[src/rtl/fixed_stream_join.sv]
`default_nettype none
// =============================================================================
// Module  : fixed_stream_join
// Brief   : Pairs two valid/ready operand streams through per-channel FIFOs
//           into one registered {A,B} output slot with a merged last flag.
//           Optional macro JOIN_LAST_CHECK_EN enables the sticky A/B last check.
// Revision: 1.0 - initial release
// =============================================================================
module fixed_stream_join #(
  parameter int WI1   = 4,
  parameter int WF1   = 8,
  parameter int WI2   = 3,
  parameter int WF2   = 5,
  parameter int DEPTH = 4,
  parameter int CNT_W = 16
) (
  input  logic                 clk,
  input  logic                 reset,
  input  logic [WI1+WF1-1:0]   A_data,
  input  logic                 A_valid,
  output logic                 A_ready,
  input  logic                 A_last,
  input  logic [WI2+WF2-1:0]   B_data,
  input  logic                 B_valid,
  output logic                 B_ready,
  input  logic                 B_last,
  output logic [WI1+WF1-1:0]   P_a_data,
  output logic [WI2+WF2-1:0]   P_b_data,
  output logic                 P_valid,
  input  logic                 P_ready,
  output logic                 P_last,
  output logic [CNT_W-1:0]     pair_count,
  output logic                 last_mismatch
);

  localparam int              C_AW      = (DEPTH > 1) ? $clog2(DEPTH) : 1;
  localparam int              C_WA      = WI1 + WF1;
  localparam int              C_WB      = WI2 + WF2;
  localparam logic [C_AW:0]   C_FULL    = (C_AW + 1)'(DEPTH);
  localparam logic [CNT_W-1:0] C_CNT_MAX = '1;

  // Each FIFO entry is {last, data}
  logic [C_WA:0]   r_a_mem [DEPTH];
  logic [C_AW-1:0] r_a_wp, r_a_rp;
  logic [C_AW:0]   r_a_cnt;
  logic [C_WB:0]   r_b_mem [DEPTH];
  logic [C_AW-1:0] r_b_wp, r_b_rp;
  logic [C_AW:0]   r_b_cnt;

  logic          w_a_push, w_b_push, w_load, w_p_fire;
  logic [C_WA:0] w_a_head;
  logic [C_WB:0] w_b_head;

  assign A_ready  = !reset && (r_a_cnt != C_FULL);
  assign B_ready  = !reset && (r_b_cnt != C_FULL);
  assign w_a_push = A_valid && A_ready;
  assign w_b_push = B_valid && B_ready;
  assign w_a_head = r_a_mem[r_a_rp];
  assign w_b_head = r_b_mem[r_b_rp];
  assign w_p_fire = P_valid && P_ready;
  // Counts only reflect last cycle's pushes, so there is no bypass path.
  assign w_load   = (r_a_cnt != '0) && (r_b_cnt != '0) && (!P_valid || P_ready);

  always_ff @(posedge clk) begin
    if (w_a_push) r_a_mem[r_a_wp] <= {A_last, A_data};
    if (w_b_push) r_b_mem[r_b_wp] <= {B_last, B_data};
  end

  always_ff @(posedge clk) begin
    if (reset) begin
      r_a_wp  <= '0;
      r_a_rp  <= '0;
      r_a_cnt <= '0;
      r_b_wp  <= '0;
      r_b_rp  <= '0;
      r_b_cnt <= '0;
    end else begin
      if (w_a_push) r_a_wp <= r_a_wp + C_AW'(1);
      if (w_b_push) r_b_wp <= r_b_wp + C_AW'(1);
      if (w_load) begin
        r_a_rp <= r_a_rp + C_AW'(1);
        r_b_rp <= r_b_rp + C_AW'(1);
      end
      case ({w_a_push, w_load})
        2'b10:   r_a_cnt <= r_a_cnt + (C_AW + 1)'(1);
        2'b01:   r_a_cnt <= r_a_cnt - (C_AW + 1)'(1);
        default: r_a_cnt <= r_a_cnt;
      endcase
      case ({w_b_push, w_load})
        2'b10:   r_b_cnt <= r_b_cnt + (C_AW + 1)'(1);
        2'b01:   r_b_cnt <= r_b_cnt - (C_AW + 1)'(1);
        default: r_b_cnt <= r_b_cnt;
      endcase
    end
  end

  always_ff @(posedge clk) begin
    if (reset) begin
      P_valid  <= 1'b0;
      P_a_data <= '0;
      P_b_data <= '0;
      P_last   <= 1'b0;
    end else if (w_load) begin
      P_valid  <= 1'b1;
      P_a_data <= w_a_head[C_WA-1:0];
      P_b_data <= w_b_head[C_WB-1:0];
      P_last   <= w_a_head[C_WA] | w_b_head[C_WB];
    end else if (w_p_fire) begin
      P_valid  <= 1'b0;
    end
  end

  always_ff @(posedge clk) begin
    if (reset) begin
      pair_count <= '0;
    end else if (w_p_fire) begin
      if (P_last)
        pair_count <= '0;
      else if (pair_count != C_CNT_MAX)
        pair_count <= pair_count + CNT_W'(1);
    end
  end

`ifdef JOIN_LAST_CHECK_EN
  always_ff @(posedge clk) begin
    if (reset)
      last_mismatch <= 1'b0;
    else if (w_load && (w_a_head[C_WA] != w_b_head[C_WB]))
      last_mismatch <= 1'b1;
  end
`else
  assign last_mismatch = 1'b0;
`endif

endmodule
`default_nettype wire

[config.mk]
export PLATFORM = sky130hd
export DESIGN_NAME = fixed_stream_join
export DESIGN_NICKNAME = d
export VERILOG_FILES = /design/src/rtl/fixed_stream_join.sv
export SDC_FILE = /design/constraint.sdc
export NUM_CORES = 1
export LEC_CHECK = 0
export CAP_MARGIN = 20
export CORE_MARGIN = 4
export CORE_UTILIZATION = 55
export DETAILED_ROUTE_END_ITERATION = 8
export PLACE_DENSITY = 0.79
export SETUP_SLACK_MARGIN = 0.05
export SLEW_MARGIN = 10
export SYNTH_ARGS = -nofsm -noshare
export SYNTH_HDL_FRONTEND = slang
export SYNTH_SLANG_ARGS = --single-unit
[constraint.sdc]
create_clock -name clk -period 3.4 [get_ports clk]
set_input_delay 0.85 -clock clk [delete_from_list [all_inputs] [get_ports clk]]
set_output_delay 0.85 -clock clk [all_outputs]
set_load 0.05 [all_outputs]
==> flow_summary.yaml, run 1 <==
run_status:
  status: "complete, no violations"
synthesis:
  synthesis.area_mm2: 0.005749
  synth_warnings: 0
  synth_area_per_cell_um2: 13.69
  synth-seq-cells: 144
  synthCells: 420
  synth.net_count: 460
  synth_seq_area_share: 0.6546
  yosys.cell_types.count: 41
worst_setup_path:
  path_cells: "clkdlybuf4s50_1"
  critPathKind: "register to output port"
  r2r_end: "r_a_cnt[2]$_SDFFE_PP0P_"
  cp-start-kind: "register"
  r2r_start: "r_a_cnt[0]$_SDFFE_PP0P_"
  required_ns: 2.55
  reg2reg_depth: 11
  cp_slowest_stage_delay_ns: 0.86
  critPathCaptureType: "output port"
  cpMaxStageDelayCell: "clkdlybuf4s50_1"
  crit_family: "buffers and inverters"
  worst-path-max-fanout: 8
  worst_ep_arrival_time_ns: 1.86
  rrSetupSlack_ns: 1.17
  cp.buffers_inverters: 1
grt:
  grt_remaining_overflow: 0
  grt_max_degree: 28
  grt_pass1_vias: 3773
  grt_pass1_wl_um: 18650
  antenna_found_initial: 0
  track_usage: 0.2066
sta:
  tightest_slew_ns: 0.9111
  worst_clock_skew_ns: 0.009043
  rsz0062_at_grt: "no"
  drv_slew: 0
  fin_crit_ns: 2.706
  timing.fmax_ghz: 0.3696
  hold_viol_final: 0
  setup_tns_ns: 0
  fin_crit_sh: 0.7959
  slew_headroom: 0.3918
  finalSetupViolCount: 0
  timing.final.ws_setup_ns: 0.6940
clocking:
  cts.clk_slew.worst_paths_ns: 0.06
  cts.path.max_buffers: 2
  clkSinkCount: 144
  cts_hold_buf: 0
  cts_tree: "yes"
  clk_latency_ns: 0.52
  postCtsSetupBuffers: 0
  htreeDepth: 4
  cts_buffers: 17
  post_cts_resized: 0
  clock-root-buffer: "clkbuf_8"
routing:
  remaining_drc_errors: 0
  wl_um: 11350
  wl_per_cell_um: 17.62
  first_pass_iters: 4
  final_antenna_net_count: 0
  via_count: 3580
  vias_per_cell: 5.559
  drt_iter0_markers: 164
hold_path:
  worstHoldStart: "P_b_data[2]$_SDFFE_PP0P_"
  hold_class: "register to register"
  min_to: "P_b_data[2]$_SDFFE_PP0P_"
  hold_depth: 2
power_and_ir_drop:
  leakagePower_nw: 2.362
  vdd_drop_max_uv: 411.2
  p_per_area_mw_per_mm2: 686.4
finish:
  drive_above_1_share: 0.1398
  area_growth_pct: 23.05
  fillers: 721
  utilization: 0.6915
  nets: 535
  antenna_cells: 0
placed_design:
  dp_slack_ns: 0.4333
  dp_hpwl_um: 7382
  gp_congestion: 0.7520
  portBuffers: 66
floorplan:
  die_w_um: 110.2
  core-area_mm2: 0.01023
  start_util: 0.5619
  die-area_mm2: 0.01215
  ios: 68
  die_h_um: 110.2
  row_count: 37
flow_run:
  max-cap-violations: 0
==> registers in the layout, indices dropped and copies added, names as in the netlist, 3 cells and up, named ones only <==
register,count
P_b_data,8
r_a_mem,52
P_a_data,12
r_b_cnt,3
r_b_mem,36
r_a_cnt,3
pair_count,16
==> cell usage after synthesis (all sizes together) <==
library cell | n | area (um^2)
a21o | 1 | 15.01
a21oi | 28 | 140.1
a2bb2oi | 3 | 26.28
a31oi | 11 | 68.82
a32o | 2 | 20.02
and2 | 2 | 12.51
and3 | 10 | 72.57
and4 | 1 | 11.26
buf | 7 | 47.55
clkbuf | 12 | 75.07
conb | 1 | 3.750
dfxtp | 56 | 1121
edfxtp | 88 | 2643
fa | 2 | 40.04
ha | 11 | 137.6
inv | 16 | 60.05
mux2 | 2 | 22.52
mux2i | 2 | 20.02
mux4 | 22 | 495.5
nand2 | 61 | 229.0
nand2b | 2 | 12.51
nand3 | 6 | 30.03
nand3b | 8 | 60.06
nand4 | 5 | 31.28
nand4b | 1 | 8.760
nor2 | 27 | 101.4
nor3 | 4 | 20.02
o21ai | 2 | 10.01
o31ai | 3 | 22.52
or3 | 4 | 25.02
or3b | 1 | 8.760
or4 | 8 | 60.06
or4b | 1 | 10.01
xnor2 | 4 | 35.03
xor2 | 6 | 52.55
==> where the power goes <==
part / internal, mW / switching (mW)
clock network: 0.936 / 0.708
registers: 2.01 / 0.157
logic: 0.431 / 0.616
total: 3.38 / 1.48
==> cell usage in the layout, fill, tap and decap left out, types with 15 or more instances in the layout <==
master            n
a21oi_1          28
mux4_2           22
clkdlybuf4s50_1  63
nand2_1          61
clkbuf_16        16
edfxtp_1         88
nor2_1           27
inv_1            15
dfxtp_1          56
==> area by class of cell <==
type / instances / area, um^2 / share of cell area
Clock buffer: 20 / 445.4 / 0.06296
Clock inverter: 12 / 88.84 / 0.01256
Inverter: 16 / 60.06 / 0.008490
Multi-Input combinational cell: 241 / 1803 / 0.2549
Sequential cell: 144 / 3764 / 0.5320
Tap cell: 136 / 170.2 / 0.02405
Timing Repair Buffer: 75 / 743.2 / 0.1051
==> cells by family after synthesis <==
| kind of cell | share of synthesized area |
|---|---|
| DFF | 0.6546 |
| muxes | 0.09358 |
| other | 0.0006523 |
| buffers and inverters | 0.03177 |
| adders and majority gates | 0.03090 |
| AOI/OAI and AO/OA | 0.05267 |
| and+or+nand+nor | 0.1206 |
| xor gates and xnor gates | 0.01523 |
==> per-stage QoR <==
step,instances,power [mW],area [um^2],hold WS (ns)
2_1_floorplan,420,2.909,5749,0.4668
3_3_place_gp,612,3.203,6540,0.4427
3_5_place_dp,612,3.252,6540,0.4493
4_1_cts,644,4.898,7074,0.4595
5_1_grt,644,5.083,7074,0.4786
6_report,644,4.856,7074,0.4578
==> per-layer routing <==
| metal | up-vias | track usage | part of all wire |
|---|---|---|---|
| met5 | - | 0 | 0 |
| met4 | 0 | 0.07652 | 0.017 |
| met3 | 19 | 0.04543 | 0.046 |
| met2 | 90 | 0.3735 | 0.54 |
| met1 | 1767 | 0.2406 | 0.40 |
| li1 | 1704 | - | - |
==> worst max path at each step <==
stage | from | end | slack (ns) | cells after the start
after floorplan | reset | r_b_cnt[2]$_SDFFE_PP0P_ | 0.12 | 10
after global placement | P_ready | r_a_cnt[2]$_SDFFE_PP0P_ | 0.51 | 10
after detailed placement | P_ready | r_a_cnt[2]$_SDFFE_PP0P_ | 0.43 | 10
after CTS | pair_count[2]$_SDFFE_PP0P_ | pair_count[2] | 0.68 | 1
after global routing | pair_count[5]$_SDFFE_PP0P_ | pair_count[5] | 0.63 | 1
final | pair_count[2]$_SDFFE_PP0P_ | pair_count[2] | 0.69 | 1
No activity file was read; power rests on OpenSTA's default activity.
==> run 2: changes to the inputs <==
Settings changed: CORE_UTILIZATION 55 to 50, PLACE_DENSITY 0.79 to 0.75.
Clock period 3.4 ns to 2.24 ns, I/O delays scaled along.
==> run 2 against run 1 <==
Sequential share of layout area down 2.1 points. Largest cell class unchanged. Sequential power rose by 50%. Die area is 9.3% higher. Core utilization is 2.3 points lower. Clock-buffer cell count unchanged. Design area rose by 4.2%. Critical path depth grew 9. Highest routed layer unchanged. Via count up 1.3%. Sequential cell count unchanged. First-iteration DRC count up 45%. Combinational power is 70% higher.
==> flow_summary.yaml, run 2 (synthesis gave the netlist of run 1 again) <==
grt:
  met2_usage: 0.3152
  antenna_found_initial: 0
  grt_remaining_overflow: 0
  use_met3: 0.05053
  grt_busiest_layer: "met2"
  track_usage: 0.1858
  grt_pass1_wl_um: 18620
  grt_pass1_vias: 3707
  grt_max_degree: 48
  use_met1: 0.2253
finish:
  drive_above_1_share: 0.2042
  reg.largest.list: "r_a_mem (52), r_b_mem (36), pair_count (16)"
  final_common_cell: "edfxtp_1"
  final_area_mm2: 0.007373
  antenna_cells: 0
  layout_common_cells: "edfxtp_1 (88), nand2_1 (61), dfxtp_1 (53)"
  largest_reg_flops: 52
  nets: 551
  multi_input_area_mm2: 0.001909
  regArea_mm2: 0.003770
  area_growth_pct: 28.25
  largest-register: "r_a_mem"
  fillers: 800
worst_setup_path:
  required_ns: 2.58
  cp.buffers_inverters: 2
  critPathKind: "register to register"
  cp_slowest_stage_delay_ns: 0.41
  cp-startpoint: "r_a_cnt[1]$_SDFFE_PP0P_"
  r2r_start: "r_a_cnt[1]$_SDFFE_PP0P_"
  worst-path-max-fanout: 3
  critPathCaptureType: "register"
  path_cells: "or3_4 -> o31ai_4 -> nand2b_4 -> inv_4 -> ha_4 -> inv_2 -> fa_2 -> xor2_1 -> or3_1 -> a21oi_2"
  crit_family: "simple AND/OR/NAND/NOR gates"
  cpMaxStageDelayCell: "or3_4"
  worst_ep_arrival_time_ns: 2.49
  cp-start-kind: "register"
sta:
  worst_clock_skew_ns: 0.007013
  finalSetupViolCount: 0
  tightest_slew_ns: 0.5267
  drv_slew: 0
  rsz0062_at_grt: "no"
  slew_headroom: 0.6489
  fin_crit_ns: 2.149
  fin_crit_sh: 0.9592
  hold-worst-slack_ns: 0.4566
  timing.fmax_ghz: 0.4654
  hold_viol_final: 0
  setup_tns_ns: 0
  timing.final.ws_setup_ns: 0.09131
routing:
  vias_per_cell: 5.464
  via_count: 3628
  drt_iter0_markers: 238
  wl_um: 11620
  first_pass_iters: 4
  wl_per_cell_um: 17.50
  final_antenna_net_count: 0
  remaining_drc_errors: 0
hold_path:
  hold_class: "input port to register"
  worstHoldStart: "reset"
run_status:
  status: "complete, no violations"
clocking:
  clk_latency_ns: 0.41
  cts.clk_slew.worst_paths_ns: 0.06
  htreeDepth: 4
  cts_tree: "yes"
  clock-root-buffer: "clkbuf_16"
  clkSinkCount: 144
  cts.path.max_buffers: 2
  cts_hold_buf: 0
  cts_buffers: 17
power_and_ir_drop:
  p_per_area_mw_per_mm2: 1075
  leakagePower_nw: 2.616
  p_total_mw: 7.925
  vdd_drop_max_uv: 583.3
floorplan:
  core-area_mm2: 0.01103
  start_util: 0.5212
  die_h_um: 115.2
  row_count: 38
  die-area_mm2: 0.01328
  die_w_um: 115.2
  ios: 68
placed_design:
  dp_hpwl_um: 7396
  dp_slack_ns: -0.4670
  placed_area_mm2: 0.006728
  portBuffers: 66
  gp_congestion: 0.8189
flow_run:
  max-cap-violations: 0
run 2: cell types whose count changed in the layout (fill, tap and decap cells not counted), moves of 3 or more:
cell	delta
inv_2	+3
dfxtp_1	-3
inv_1	-4
bufinv_16	+4
clkinv_4	-4
clkdlybuf4s50_1	-21
dlygate4sd2_1	+18
buf_4	+17
run 2: per-stage QoR:
stage,util,std cells
after detailed placement,0.6099,632
after global placement,0.6099,632
after floorplan,-,420
after global routing,0.6684,664
after CTS,0.6647,664
final,0.6684,664
run 2: timing repair:
| item | in CTS | in global routing |
|---|---|---|
| buffers inserted | 0 | 0 |
| pin swaps | 0 | 4 |
| resized for setup | 21 | 12 |
| setup endpoints to repair | 19 | 3 |
| endpoints found under the hold margin | 0 | 0 |
run 2: where the power goes:
part / internal, mW / leakage (nW) / switching, mW
logic: 0.721 / 1.07 / 1.06
registers: 3.05 / 1.25 / 0.196
clock network: 1.88 / 0.295 / 1.02
run 2: worst paths after layout:
check                                                 to  slack (ns)  cells after the start
worst max-delay path             r_a_cnt[2]$_SDFFE_PP0P_        0.09                     10
worst min register to register  P_a_data[1]$_SDFFE_PP0P_        0.46                      2
worst max register to register   r_a_cnt[2]$_SDFFE_PP0P_        0.09                     10
worst min-delay path             r_b_cnt[2]$_SDFFE_PP0P_        0.46                      2
run 2: per-layer routing:
metal,vias up,part of all wire
met5,-,0
met4,0,0.017
met3,19,0.046
met2,85,0.52
met1,1781,0.42
li1,1743,-
run 2: worst register-to-register path: cells and delay by family (launching register included):
kind	cells	cell delay, ns
AND/OR/NAND/NOR	3	0.99
adder cells (fa/ha/maj)	2	0.35
flip-flops	1	0.33
AO/OA/AOI/OAI	2	0.23
buffers and inverters	2	0.10
XOR/XNOR	1	0.08
run 2: cell type report:
| class | count | area share |
|---|---|---|
| Sequential cell | 144 | 0.5113 |
| Multi-Input combinational cell | 241 | 0.2590 |
| Tap cell | 140 | 0.02376 |
| Clock inverter | 12 | 0.02257 |
| Timing Repair Buffer | 91 | 0.1144 |
| Inverter | 16 | 0.008485 |
| Clock buffer | 20 | 0.06058 |
